`src/rtl/ram_copy_pkg.sv`:
```
// Shared types and constants for the RAM copy engine.
package ram_copy_pkg;

    localparam int unsigned ADDR_W = 32;
    localparam int unsigned DATA_W = 32;
    localparam int unsigned WE_W   = 4;

    typedef enum logic [2:0] {
        IDLE = 3'd0,
        RD   = 3'd1,
        LAT  = 3'd2,
        WR   = 3'd3,
        DONE = 3'd4
    } copy_state_e;

    localparam logic [WE_W-1:0] WE_FULL = 4'hF;
    localparam logic [WE_W-1:0] WE_NONE = 4'h0;

    localparam logic [ADDR_W-1:0] WORD_BYTES = 32'd4;

    // Word-aligned byte address check.
    function automatic logic is_aligned(input logic [ADDR_W-1:0] addr);
        return (addr[1:0] == 2'b00);
    endfunction

endpackage : ram_copy_pkg

```
`src/rtl/ram_copy_engine.sv`:
```
// Word-by-word RAM copy engine: read, wait one cycle for registered data, write.
// Owns the single RAM port while busy; all outputs come straight from flops.
module ram_copy_engine
    import ram_copy_pkg::*;
#(
    parameter int unsigned LEN_W = 16
) (
    input  logic              clk,
    input  logic              rstn_i,
    input  logic              start_i,
    input  logic [31:0]       src_i,
    input  logic [31:0]       dst_i,
    input  logic [LEN_W-1:0]  len_i,
    output logic              busy_o,
    output logic              done_o,
    output logic              err_o,
    output logic [31:0]       ram_addr_o,
    output logic              ram_en_o,
    output logic [3:0]        ram_we_o,
    output logic [31:0]       ram_din_o,
    input  logic [31:0]       ram_dout_i
);

    copy_state_e       state_q, state_d;
    logic [ADDR_W-1:0] src_q,   src_d;
    logic [ADDR_W-1:0] dst_q,   dst_d;
    logic [LEN_W-1:0]  cnt_q,   cnt_d;
    logic [DATA_W-1:0] data_q,  data_d;
    logic              err_q,   err_d;

    logic              busy_q,  busy_d;
    logic              done_q,  done_d;
    logic              errp_q,  errp_d;
    logic              en_q,    en_d;
    logic [WE_W-1:0]   we_q,    we_d;
    logic [ADDR_W-1:0] addr_q,  addr_d;

    // Next-state and datapath update.
    always_comb begin
        state_d = state_q;
        src_d   = src_q;
        dst_d   = dst_q;
        cnt_d   = cnt_q;
        data_d  = data_q;
        err_d   = err_q;

        case (state_q)
            IDLE: begin
                if (start_i) begin
                    src_d = src_i;
                    dst_d = dst_i;
                    cnt_d = len_i;
                    if (!is_aligned(src_i) || !is_aligned(dst_i)) begin
                        err_d   = 1'b1;
                        state_d = DONE;
                    end else if (len_i == LEN_W'(0)) begin
                        state_d = DONE;
                    end else begin
                        state_d = RD;
                    end
                end
            end
            RD: begin
                state_d = LAT;
            end
            LAT: begin
                data_d  = ram_dout_i;
                state_d = WR;
            end
            WR: begin
                src_d = src_q + WORD_BYTES;
                dst_d = dst_q + WORD_BYTES;
                cnt_d = cnt_q - LEN_W'(1);
                if (cnt_q == LEN_W'(1)) begin
                    state_d = DONE;
                end else begin
                    state_d = RD;
                end
            end
            DONE: begin
                err_d   = 1'b0;
                state_d = IDLE;
            end
            default: begin
                state_d = IDLE;
            end
        endcase
    end

    // Output decode from the upcoming state so the registered outputs line up with it.
    always_comb begin
        busy_d = 1'b0;
        done_d = 1'b0;
        errp_d = 1'b0;
        en_d   = 1'b0;
        we_d   = WE_NONE;
        addr_d = '0;

        case (state_d)
            RD: begin
                busy_d = 1'b1;
                en_d   = 1'b1;
                addr_d = src_d;
            end
            LAT: begin
                busy_d = 1'b1;
            end
            WR: begin
                busy_d = 1'b1;
                en_d   = 1'b1;
                we_d   = WE_FULL;
                addr_d = dst_d;
            end
            DONE: begin
                done_d = 1'b1;
                errp_d = err_d;
            end
            default: begin
                busy_d = 1'b0;
            end
        endcase
    end

    always_ff @(posedge clk or negedge rstn_i) begin
        if (!rstn_i) begin
            state_q <= IDLE;
            src_q   <= '0;
            dst_q   <= '0;
            cnt_q   <= '0;
            data_q  <= '0;
            err_q   <= 1'b0;
            busy_q  <= 1'b0;
            done_q  <= 1'b0;
            errp_q  <= 1'b0;
            en_q    <= 1'b0;
            we_q    <= WE_NONE;
            addr_q  <= '0;
        end else begin
            state_q <= state_d;
            src_q   <= src_d;
            dst_q   <= dst_d;
            cnt_q   <= cnt_d;
            data_q  <= data_d;
            err_q   <= err_d;
            busy_q  <= busy_d;
            done_q  <= done_d;
            errp_q  <= errp_d;
            en_q    <= en_d;
            we_q    <= we_d;
            addr_q  <= addr_d;
        end
    end

    assign busy_o     = busy_q;
    assign done_o     = done_q;
    assign err_o      = errp_q;
    assign ram_en_o   = en_q;
    assign ram_we_o   = we_q;
    assign ram_addr_o = addr_q;
    // Write data is the captured word; it simply holds between writes.
    assign ram_din_o  = data_q;

endmodule : ram_copy_engine

```
`config.mk`:
```
export PLATFORM = sky130hd
export DESIGN_NAME = ram_copy_engine
export DESIGN_NICKNAME = d
export VERILOG_FILES = /design/src/rtl/ram_copy_pkg.sv /design/src/rtl/ram_copy_engine.sv
export SDC_FILE = /design/constraint.sdc
export NUM_CORES = 1
export LEC_CHECK = 0
export ABC_AREA = 1
export ABC_CLOCK_PERIOD_IN_PS = 1750
export CAP_MARGIN = 20
export CORE_MARGIN = 5
export CORE_UTILIZATION = 50
export CTS_CLUSTER_SIZE = 20
export DETAILED_ROUTE_END_ITERATION = 7
export PLACE_DENSITY_LB_ADDON = 0.3
export SYNTH_ARGS = -nofsm -noshare
export SYNTH_HDL_FRONTEND = slang
export SYNTH_SLANG_ARGS = --single-unit
```
`constraint.sdc`:
```
create_clock -name clk -period 1.75 [get_ports clk]
set_input_delay 0.175 -clock clk [delete_from_list [all_inputs] [get_ports clk]]
set_output_delay 0.175 -clock clk [all_outputs]
set_load 0.1 [all_outputs]
```
==> qor_table.md, run 1 <==
| Step | Item | Reported |
| --- | --- | --- |
| run status | Outcome | complete, but fails checks |
| run status | Violated checks | setup timing |
| hold path | Min-delay worst type | input port to async pin |
| global route | GR peak layer | met2 |
| die | Die X | 143 microns |
| die | Io pins | 187 |
| detailed routing | Total iterations of the first detailed-routing run | 5 |
| global route | Met1 routing resource usage after global routing | 0.371 |
| die | Starting utilization of the core area | 0.509 |
| synth | Number of synthesized flops with an enable pin | 0 |
| sta | Clock period minus worst slack | 1.79 ns |
| cts | Count of H-tree levels built during CTS | 4 |
| final layout | Finished Cell Area | 0.0126 sq mm |
| detailed routing | Vias per std cell | 5.59 |
| global route | Via count of the first global-routing pass | 9347 |
| die | Core area | 0.0173 sq mm |
| place | Cell area reported after detailed placement | 0.0111 sq mm |
| place | HPWL after DPL | 21700 microns |
| die | Die extent in y | 143 microns |
| sta | Final Hold Viols | 0 |
| cts | Clock latency at the later pin of the worst-skew pair | 0.43 ns |
| worst setup path | FF-to-FF path depth | 10 |
| synth | Yosys warnings | 0 |
| worst setup path | Critical path peak fanout | 7 |
| synth | Mapped Cells | 1280 |
| global route | Global route overflow | 0 |
| final layout | NumNets Final | 1662 |
| global route | Global-route wire length before repair | 47800 microns |
| sta | RSZ-0062 raised after global routing | true |
| cts | Root Buffer Master | sky130_fd_sc_hd__clkbuf_16 |
| synth | Avg Inst Size Synth | 6.87 sq um |
| pwr | Power Dens Cells | 2180 mW/mm^2 |
| sta | Max-slew headroom at the worst pin | 0.658 |
| job | Total of max-cap violations | 0 |
| global route | GRT met3 Usage | 0.0760 |
| final layout | # diodes | 0 |
| synth | Asr flop ratio synth | 1.00 |
| die | Total die area | 0.0204 sq mm |
| synth | Net count after synthesis | 1399 |
| worst setup path | Worst Setup End Kind | flop |
| die | Site row count | 48 |
| final layout | Fraction of layout cells with a size suffix above 1 | 0.210 |
| sta | Worst path setup slack after routing | -0.0353 ns |
| synth | Cell type with the largest total area after synthesis | sky130_fd_sc_hd__dfrtp_1 |
| sta | Worst Clk Skew | 0.00773 ns |
| synth | Flip-flop and latch count after synthesis | 153 |
| synth | Count of cell types in the netlist | 35 |
| synth | Sequential cell area fraction in the yosys report | 0.435 |
| cts | Number of sinks driven by the clock tree | 153 |
| global route | Global routing usage summed across all routing layers | 0.298 |
| final layout | Area of the multi-input gates | 0.00467 sq mm |
| cts | TritonCTS clock tree | yes |
| worst setup path | WP data arrival | 2.16 ns |
| worst setup path | Class of the most critical setup path | flop to flop |
| place | Placement-stage worst setup slack | -0.399 ns |
| global route | Pin count of the biggest net entering global routing | 47 |
| detailed routing | Total via count after detailed routing | 9948 |
| cts | Clock transition at path regs | 0.06 ns |
| final layout | Layout overhead on the synthesized area | 42.8% |
| synth | Area of the mapped netlist | 0.00880 sq mm |
| detailed routing | Overall routed net length | 31600 microns |
| synth | Cell types occupying the most area after synthesis | sky130_fd_sc_hd__dfrtp_1 (44%), sky130_fd_sc_hd__nand2_1 (22%), sky130_fd_sc_hd__nor2_1 (5.7%) |
| pwr | Worst ir drop on vdd | 2.14 mV |
| sta | Final count of pins violating max slew | 0 |
| global route | Number of antenna violations at the first check in global routing | 0 |
| detailed routing | Antenna viol nets, final | 0 |
| sta | Final setup vio count | 30 |
| worst setup path | Worst path required time | 2.12 ns |
| worst setup path | Nature of the critical path startpoint | flop |
| sta | Tcrit/Tclk final | 1.02 |
| sta | Transition time at the pin with the least slew margin | 0.513 ns |
| place | Placer congestion estimate | 0.998 |
| pwr | Leak pwr | 5.99 nW |
| final layout | FF+latch area | 0.00384 sq mm |
| final layout | Filler cell count | 1341 |
| detailed routing | Drt wl/cell | 17.8 microns |
| detailed routing | Number of design-rule violations left by the first detailed-router iteration | 1019 |
| sta | Summed negative setup slack over all endpoints | -0.609 ns |
| sta | Tightest hold margin | 0.259 ns |
| synth | Commonest cells in the netlist | sky130_fd_sc_hd__nand2_1 (511), sky130_fd_sc_hd__dfrtp_1 (153), sky130_fd_sc_hd__nor2_1 (133) |
| cts | Number of CTS-inserted buffers | 17 |
| detailed routing | DRC viols | 0 |
| sta | Max Fclk | 560 MHz |
| synth | Most used flip-flop cell after synthesis | sky130_fd_sc_hd__dfrtp_1 |
| global route | Met2 track demand over resource | 0.488 |
| synth | Cell with the most instances after synthesis | sky130_fd_sc_hd__nand2_1 |
| cts | Number of buffers between clock root and the deepest sink | 2 |
| synth | Area share of the largest cell type after synthesis | 0.435 |
| place | Number of port buffers | 186 |
[state kept, by name (all words and copies together), names as in the netlist]
name,cells
busy_o,1
cnt_q,16
done_o,1
dst_q,32
err_o,1
err_q,1
ram_addr_o,32
ram_din_o,32
ram_en_o,1
ram_we_o,1
src_q,32
state_q,3
[routing by layer]
| layer | up-vias | wire, microns | share of wire |
|---|---|---|---|
| li1 | 4633 | - | - |
| met1 | 4603 | 11700 | 0.37 |
| met2 | 598 | 15300 | 0.48 |
| met3 | 114 | 3170 | 0.10 |
| met4 | 0 | 1450 | 0.046 |
| met5 | - | 0 | 0 |
[placed cells by master (no fill, tap or decap), types with 5 or more instances in the layout]
cell type,Yosys,layout
sky130_fd_sc_hd__nand4_1,35,35
sky130_fd_sc_hd__nand2_1,511,477
sky130_fd_sc_hd__o21ai_1,4,8
sky130_fd_sc_hd__nand2_2,2,30
sky130_fd_sc_hd__nor3_1,18,15
sky130_fd_sc_hd__a21oi_1,38,36
sky130_fd_sc_hd__nor2_4,3,9
sky130_fd_sc_hd__o211ai_1,27,27
sky130_fd_sc_hd__nor2_1,133,108
sky130_fd_sc_hd__o21ai_0,54,47
sky130_fd_sc_hd__a21boi_1,2,6
sky130_fd_sc_hd__inv_1,105,100
sky130_fd_sc_hd__nand2_4,2,5
sky130_fd_sc_hd__nor2_2,3,22
sky130_fd_sc_hd__inv_2,7,10
sky130_fd_sc_hd__nand3_1,95,83
sky130_fd_sc_hd__buf_12,0,10
sky130_fd_sc_hd__nand3_2,0,11
sky130_fd_sc_hd__buf_4,13,153
sky130_fd_sc_hd__clkdlybuf4s50_1,0,113
sky130_fd_sc_hd__dfrtp_1,153,146
sky130_fd_sc_hd__clkbuf_16,0,20
sky130_fd_sc_hd__dfrtp_2,0,7
sky130_fd_sc_hd__buf_6,0,12
[per-stage QoR]
stage                util  instances  power (W)
floorplan               -       1280     0.0171
global placement    0.645       1716     0.0210
detailed placement  0.645       1716     0.0213
CTS                 0.694       1763     0.0258
global route        0.726       1781     0.0289
finish              0.726       1781     0.0274
[report_power, final]
| group | switching [W] | internal (W) | leakage (nW) | total, W |
|---|---|---|---|---|
| sequential | 0.00155 | 0.00520 | 1.90 | 0.00675 |
| combinational | 0.0118 | 0.00522 | 3.80 | 0.0170 |
| clock | 0.00151 | 0.00217 | 0.283 | 0.00369 |
| total | 0.0148 | 0.0126 | 5.99 | 0.0274 |
[path summary, 6_finish.rpt]
check                            endpoint  slack (ns)      startpoint
max                         ram_addr_o[9]       -0.04      state_q[0]
min                        ram_addr_o[19]        0.26          rstn_i
max reg2reg                 ram_addr_o[9]       -0.04      state_q[0]
min reg2reg                 ram_din_o[26]        0.47   ram_din_o[26]
max in group asynchronous        dst_q[5]        0.82          rstn_i
min in group clk            ram_din_o[11]        0.27  ram_dout_i[11]
[kinds of logic after synthesis]
kind of cell	count (synthesis)	synth area share
AOI/OAI and AO/OA	149	0.0998
adders and majority gates	4	0.00569
DFF	153	0.435
buffers and inverters	163	0.0776
and+or+nand+nor	807	0.378
xor gates and xnor gates	4	0.00398
[cell type report]
type,count,share of cell area
well taps,225,0.0224
multi-input cells,964,0.372
clock inverters,11,0.00966
flip-flops and latches,153,0.306
clock buffers,21,0.0367
inverters,112,0.0343
repair buffers,295,0.220
[worst max-delay path, stage by stage (launching register included)]
cell and delay (ns):
sky130_fd_sc_hd__dfrtp_2 0.45, sky130_fd_sc_hd__nor2_4 0.16, sky130_fd_sc_hd__nand2_4 0.08, sky130_fd_sc_hd__buf_6 0.13, sky130_fd_sc_hd__clkinv_4 0.04, sky130_fd_sc_hd__nand4_1 0.19, sky130_fd_sc_hd__a21oi_4 0.23, sky130_fd_sc_hd__buf_6 0.16
sky130_fd_sc_hd__buf_12 0.14, sky130_fd_sc_hd__nand2_1 0.07, sky130_fd_sc_hd__nand2_1 0.07
[what timing repair did]
action	4_1_cts	5_1_grt
endpoints found under the setup margin	60	98
hold endpoints to repair	40	0
pin swaps	7	36
resized for setup	30	132
buffers inserted	11	19
cloned	3	3
hold buffers	1	0
No activity file was read; power rests on OpenSTA's default activity.
==> run 2, diff against run 1 <==
- GPL_ROUTABILITY_DRIVEN: not set -> 0
==> qor_table.md, run 2 (synthesis results as in run 1) <==
| Step | Item | Reported | Delta |
| --- | --- | --- | --- |
| run status | Outcome | complete, but fails checks |  |
| run status | Violated checks | setup timing |  |
| pwr | Internal power summed over all cells | 0.0121 W | -3.6% |
| die | Die X | 143 microns | unchanged |
| global route | Pin count of the biggest net entering global routing | 43 | -8.5% |
| sta | Transition time at the pin with the least slew margin | 0.511 ns | -0.00197 ns |
| cts | TritonCTS clock tree | yes |  |
| die | Die extent in y | 143 microns | unchanged |
| final layout | Leading cell type in the layout, fill and taps excluded | sky130_fd_sc_hd__nand2_1 |  |
| pwr | Power Dens Cells | 2160 mW/mm^2 | -0.91% |
| sta | Final count of pins violating max slew | 0 | unchanged |
| pwr | Clock network power share | 0.134 | about the same |
| place | Number of port buffers | 186 | unchanged |
| cts | Clock latency at the later pin of the worst-skew pair | 0.44 ns | about the same |
| pwr | Sequential share of power | 0.252 | +0.006 |
| sta | Max Fclk | 546 MHz | -2.6% |
| cts | Number of CTS-inserted buffers | 17 | unchanged |
| worst setup path | Internal reg-to-reg setup slack | -0.08 ns | -0.05 ns |
| detailed routing | Overall routed net length | 30800 microns | -2.7% |
| sta | Max-slew headroom at the worst pin | 0.659 | +0.000949 |
| place | HPWL after DPL | 21100 microns | -2.5% |
| detailed routing | Total iterations of the first detailed-routing run | 8 | +3 |
| sta | RSZ-0062 raised after global routing | true |  |
| place | Total placed cells including tap cells | 1713 | -0.17% |
| die | Site row count | 48 | unchanged |
| pwr | Comb power frac | 0.614 | -0.006 |
| worst setup path | WP data arrival | 2.15 ns | about the same |
| sta | Worst Clk Skew | 0.0130 ns | +0.00526 ns |
| global route | Number of antenna violations at the first check in global routing | 0 | unchanged |
| final layout | NumNets Final | 1647 | -0.90% |
| global route | Global routing usage summed across all routing layers | 0.286 | -0.0126 |
| sta | Final Hold Viols | 0 | unchanged |
| cts | Number of buffers between clock root and the deepest sink | 2 | unchanged |
| pwr | Leak pwr | 5.92 nW | -1.1% |
| global route | Global route overflow | 0 | unchanged |
| final layout | Number of non-filler instances in the completed layout | 1766 | -0.84% |
| detailed routing | Antenna viol nets, final | 0 | unchanged |
| sta | Tcrit/Tclk final | 1.05 | +0.0272 |
| global route | Via count of the first global-routing pass | 9209 | -1.5% |
| worst setup path | FF-to-FF path depth | 12 | +2 |
| cts | Clock transition at path regs | 0.07 ns | about the same |
| detailed routing | Drt wl/cell | 17.4 microns | -1.9% |
| pwr | Net switching share of the total power | 0.547 | +0.00612 |
| pwr | Total power consumption of the routed design | 0.0268 W | -2.3% |
| sta | Final setup vio count | 30 | unchanged |
| worst setup path | Worst Setup End Kind | flop |  |
| worst setup path | Startpoint of the worst register-to-register path | src_q[2] |  |
| final layout | Fraction of layout cells with a size suffix above 1 | 0.197 | -0.0129 |
| sta | Tightest hold margin | 0.224 ns | -0.0348 ns |
| worst setup path | Nature of the critical path startpoint | flop |  |
| cts | Number of sinks driven by the clock tree | 153 | unchanged |
| worst setup path | Worst path required time | 2.07 ns | -0.05 ns |
| detailed routing | Number of design-rule violations left by the first detailed-router iteration | 1100 | +7.9% |
| final layout | Layout overhead on the synthesized area | 40.8% |  |
| pwr | Worst ir drop on vdd | 1.81 mV | -15% |
| final layout | Most frequent cells in the layout | sky130_fd_sc_hd__nand2_1 (485), sky130_fd_sc_hd__dfrtp_1 (147), sky130_fd_sc_hd__buf_4 (141) |  |
| detailed routing | Vias per std cell | 5.63 | +0.73% |
| global route | Global-route wire length before repair | 46000 microns | -3.8% |
| sta | Worst path setup slack after routing | -0.0829 ns | -0.0476 ns |
| detailed routing | Total via count after detailed routing | 9936 | -0.12% |
| worst setup path | Class of the most critical setup path | flop to flop |  |
| worst setup path | Critical path peak fanout | 6 | -1 |
| die | Io pins | 187 | unchanged |
| die | Starting utilization of the core area | 0.509 | unchanged |
| detailed routing | DRC viols | 0 | unchanged |
| final layout | # diodes | 0 | unchanged |
| job | Total of max-cap violations | 0 | unchanged |
| worst setup path | Capturing point of the worst reg2reg path | ram_addr_o[9] |  |
| die | Total die area | 0.0204 sq mm | unchanged |
| pwr | Switching component of the power | 0.0147 W | -1.2% |
| cts | Count of H-tree levels built during CTS | 4 | unchanged |
| die | Core area | 0.0173 sq mm | unchanged |
| hold path | Min-delay worst type | input port to async pin |  |
| cts | Root Buffer Master | sky130_fd_sc_hd__clkbuf_16 |  |
| sta | Clock period minus worst slack | 1.83 ns | +0.0476 ns |
run 2: cell types whose count changed in the layout (fill, tap and decap cells not counted), sizes merged:
cell and change:
inv +2, clkinvlp +3, bufbuf -1, buf -14
bufinv -1, clkbuf -1, clkinv -3
run 2: worst max-delay path by stage:
stage                          start             end  slack, ns  cells past startpoint
after floorplan           state_q[1]       dst_q[21]       0.19                     11
after global placement       start_i   ram_addr_o[2]      -0.30                      9
after detailed placement     start_i   ram_addr_o[2]      -0.35                      9
after CTS                 state_q[1]  ram_addr_o[22]      -0.02                      9
after global routing        src_q[2]  ram_addr_o[16]      -0.16                      9
final                       src_q[2]   ram_addr_o[9]      -0.08                     12
run 2: cell type report:
class	instances	area, sq um
fill	1345	4910
multi-input combinational	964	4640
sequential	153	3840
timing repair buffer	280	2620
clock buffer	20	457
inverter	112	433
tap	225	282
clock inverter	12	116
run 2: what timing repair did:
| action | in CTS | in global routing |
|---|---|---|
| cloned | 2 | 3 |
| endpoints found under the hold margin | 37 | 0 |
| endpoints found under the setup margin | 64 | 75 |
| setup buffers | 4 | 12 |
| hold buffers | 1 | 0 |
| gates resized for setup | 15 | 123 |
| pin swaps | 3 | 25 |
run 2: per-stage QoR:
stage	cell area (sq um)	TNS, ns	worst slack (ns)	util
floorplan	8800	0	0.186	-
global placement	11100	-6.00	-0.301	0.643
detailed placement	11100	-7.73	-0.348	0.643
CTS	11900	-0.119	-0.0152	0.686
global route	12400	-3.57	-0.165	0.716
finish	12400	-0.854	-0.0829	0.716
run 2: power groups by stage:
stage / Combinational, W / Clock, W / Sequential (W)
floorplan: 0.00631 / 0 / 0.0107
global placement: 0.0144 / 0 / 0.00660
detailed placement: 0.0147 / 0 / 0.00662
CTS: 0.0151 / 0.00362 / 0.00661
global route: 0.0175 / 0.00379 / 0.00692
finish: 0.0165 / 0.00360 / 0.00676
run 2: per-layer routing:
metal | up-vias | global-route usage | part of all wire
li1 | 4626 | - | -
met1 | 4528 | 0.353 | 0.37
met2 | 650 | 0.469 | 0.48
met3 | 132 | 0.0713 | 0.10
met4 | 0 | 0.139 | 0.052
met5 | - | 0 | 0
run 2: critical path: stages (launching register included):
cell	delay [ns]
sky130_fd_sc_hd__dfrtp_1	0.37
sky130_fd_sc_hd__buf_4	0.15
sky130_fd_sc_hd__nand2_1	0.09
sky130_fd_sc_hd__nor2_4	0.16
sky130_fd_sc_hd__nand2_2	0.16
sky130_fd_sc_hd__inv_2	0.14
sky130_fd_sc_hd__nand2_1	0.08
sky130_fd_sc_hd__nand2_1	0.09
sky130_fd_sc_hd__nand2_1	0.08
sky130_fd_sc_hd__nand2_1	0.08
sky130_fd_sc_hd__o211ai_1	0.14
sky130_fd_sc_hd__nand2_2	0.11
sky130_fd_sc_hd__nand2_1	0.07
==> run 3, diff against run 2 <==
- ABC_CLOCK_PERIOD_IN_PS: 1750 -> 1900
- CORE_MARGIN: 5 -> 4
- CTS_BUF_LIST: not set -> sky130_fd_sc_hd__clkbuf_8
- clock period: 1.75 -> 1.9 ns (I/O delays scaled with it)
==> qor_table.md, run 3 (synthesis results as in run 1) <==
| Step | Item | Reported | Delta |
| --- | --- | --- | --- |
| sta | Transition time at the pin with the least slew margin | 0.538 ns | +0.0264 ns |
| sta | Final count of pins violating max slew | 0 | unchanged |
| sta | Final setup vio count | 0 | -100% |
| final layout | Fraction of layout cells with a size suffix above 1 | 0.128 | -0.0690 |
| pwr | Total power consumption of the routed design | 0.0229 W | -15% |
| pwr | Power Dens Cells | 1970 mW/mm^2 | -9.0% |
| final layout | Leading cell type in the layout, fill and taps excluded | sky130_fd_sc_hd__nand2_1 |  |
| cts | Number of buffers between clock root and the deepest sink | 2 | unchanged |
| sta | Worst Clk Skew | 0.0158 ns | +0.00284 ns |
| sta | Clock period minus worst slack | 1.85 ns | +0.0176 ns |
| global route | Global route overflow | 0 | unchanged |
| global route | Number of antenna violations at the first check in global routing | 0 | unchanged |
| sta | Max-slew headroom at the worst pin | 0.641 | -0.0176 |
| detailed routing | Drt wl/cell | 16.4 microns | -5.8% |
| cts | Root Buffer Master | sky130_fd_sc_hd__clkbuf_8 |  |
| place | HPWL after DPL | 20200 microns | -4.1% |
| worst setup path | Critical path peak fanout | 13 | +7 |
| final layout | NumNets Final | 1613 | -2.1% |
| detailed routing | Total via count after detailed routing | 9537 | -4.0% |
| cts | TritonCTS clock tree | yes |  |
| detailed routing | Vias per std cell | 5.51 | -2.0% |
| job | Total of max-cap violations | 0 | unchanged |
| run status | Outcome | completed |  |
| final layout | Most frequent cells in the layout | sky130_fd_sc_hd__nand2_1 (509), sky130_fd_sc_hd__dfrtp_1 (151), sky130_fd_sc_hd__nor2_1 (128) |  |
| worst setup path | Worst Setup End Kind | flop |  |
| cts | Clock transition at path regs | 0.09 ns | +0.02 ns |
| cts | Clock latency at the later pin of the worst-skew pair | 0.47 ns | +0.03 ns |
| die | Die extent in y | 141 microns | -1.4% |
| die | Io pins | 187 | unchanged |
| hold path | Min-delay worst type | input port to async pin |  |
| final layout | Number of non-filler instances in the completed layout | 1730 | -2.0% |
| detailed routing | DRC viols | 0 | unchanged |
| global route | Via count of the first global-routing pass | 8802 | -4.4% |
| sta | Tcrit/Tclk final | 0.974 | -0.0734 |
| worst setup path | Startpoint of the worst register-to-register path | state_q[1] |  |
| pwr | Leak pwr | 5.59 nW | -5.5% |
| detailed routing | Number of design-rule violations left by the first detailed-router iteration | 870 | -21% |
| place | Number of port buffers | 186 | unchanged |
| place | Total placed cells including tap cells | 1686 | -1.6% |
| die | Total die area | 0.0198 sq mm | -2.8% |
| final layout | Final core utilization | 0.673 | -0.0436 |
| final layout | # diodes | 0 | unchanged |
| die | Site row count | 48 | unchanged |
| detailed routing | Antenna viol nets, final | 0 | unchanged |
| sta | Final Hold Viols | 0 | unchanged |
| cts | Number of sinks driven by the clock tree | 153 | unchanged |
| worst setup path | Nature of the critical path startpoint | flop |  |
| pwr | Worst ir drop on vdd | 1.88 mV | +4.2% |
| worst setup path | WP data arrival | 2.26 ns | +0.11 ns |
| worst setup path | Launch point of the critical path | state_q[1] |  |
| die | Die X | 141 microns | -1.4% |
| cts | Count of H-tree levels built during CTS | 4 | unchanged |
| die | Starting utilization of the core area | 0.509 | unchanged |
| die | Core area | 0.0173 sq mm | unchanged |
| global route | Global-route wire length before repair | 43900 microns | -4.5% |
| global route | Global routing usage summed across all routing layers | 0.277 | -0.00854 |
| worst setup path | Worst path required time | 2.31 ns | +0.24 ns |
| worst setup path | Class of the most critical setup path | flop to flop |  |
| detailed routing | Total iterations of the first detailed-routing run | 7 | -1 |
| sta | Max Fclk | 540 MHz | -0.95% |
| final layout | Layout overhead on the synthesized area | 32.2% |  |
| cts | Number of CTS-inserted buffers | 17 | unchanged |
| detailed routing | Overall routed net length | 28400 microns | -7.7% |
| global route | Pin count of the biggest net entering global routing | 52 | +21% |
run 3: cell count changes in the layout (fill, tap and decap cells not counted), moves of 15 or more:
cell	change
sky130_fd_sc_hd__buf_4	-24
sky130_fd_sc_hd__nand2_1	+24
sky130_fd_sc_hd__nor2_1	+21
sky130_fd_sc_hd__clkbuf_16	-18
sky130_fd_sc_hd__nand2_2	-16
sky130_fd_sc_hd__nor2_2	-16
sky130_fd_sc_hd__clkbuf_8	+15
run 3: path summary, 6_finish.rpt:
path,end,slack (ns),cells after the start
setup reg to reg,ram_addr_o[3],0.05,10
hold reg to reg,ram_din_o[24],0.48,2
setup / recovery,ram_addr_o[3],0.05,10
hold / removal,src_q[11],0.23,2
max in group asynchronous,state_q[0],0.99,3
min in group clk,ram_din_o[29],0.25,3
run 3: layer usage:
metal,track usage,wire length [microns]
met5,0,0
met4,0.121,1170
met3,0.0702,2810
met2,0.461,13600
met1,0.343,10800
run 3: critical path: stages (launching register included):
cell and delay (ns):
sky130_fd_sc_hd__dfrtp_2 0.44, sky130_fd_sc_hd__nor2_4 0.14, sky130_fd_sc_hd__nand2_4 0.08, sky130_fd_sc_hd__buf_6 0.13
sky130_fd_sc_hd__buf_4 0.14, sky130_fd_sc_hd__nand2_4 0.09, sky130_fd_sc_hd__inv_4 0.09, sky130_fd_sc_hd__a21oi_4 0.30
sky130_fd_sc_hd__clkbuf_16 0.23, sky130_fd_sc_hd__nand2_1 0.05, sky130_fd_sc_hd__nand2_1 0.09
run 3: what timing repair did:
| item | in CTS | in global routing |
|---|---|---|
| setup endpoints to repair | 0 | 78 |
| gates resized for setup | 0 | 32 |
| buffers inserted | 0 | 9 |
| endpoints found under the hold margin | 47 | 0 |
| hold buffers | 1 | 0 |
run 3: stage by stage:
stage          hold slack [ns]  TNS (ns)  area [sq um]  setup slack, ns
3_3_place_gp             0.163     -1.22         10900           -0.165
5_1_grt                  0.231   -0.0240         11600          -0.0113
2_1_floorplan           -0.106         0          8800            0.336
6_report                 0.232         0         11600           0.0495
4_1_cts                  0.229         0         11400          0.00305
3_5_place_dp             0.174     -3.18         10900           -0.233
run 3: layout make-up:
class / count / area [sq um]
tap: 225 / 282
multi-input combinational: 964 / 4350
clock buffer: 17 / 234
inverter: 112 / 437
sequential: 153 / 3830
clock inverter: 13 / 229
timing repair buffer: 245 / 2260
fill: 1518 / 5660
timing repair inverter: 1 / 7.51
run 3: power breakdown:
part	switching, W	internal, W	total (W)
combinational	0.00999	0.00384	0.0138
clock	0.00128	0.00168	0.00295
sequential	0.00136	0.00477	0.00613
total	0.0126	0.0103	0.0229
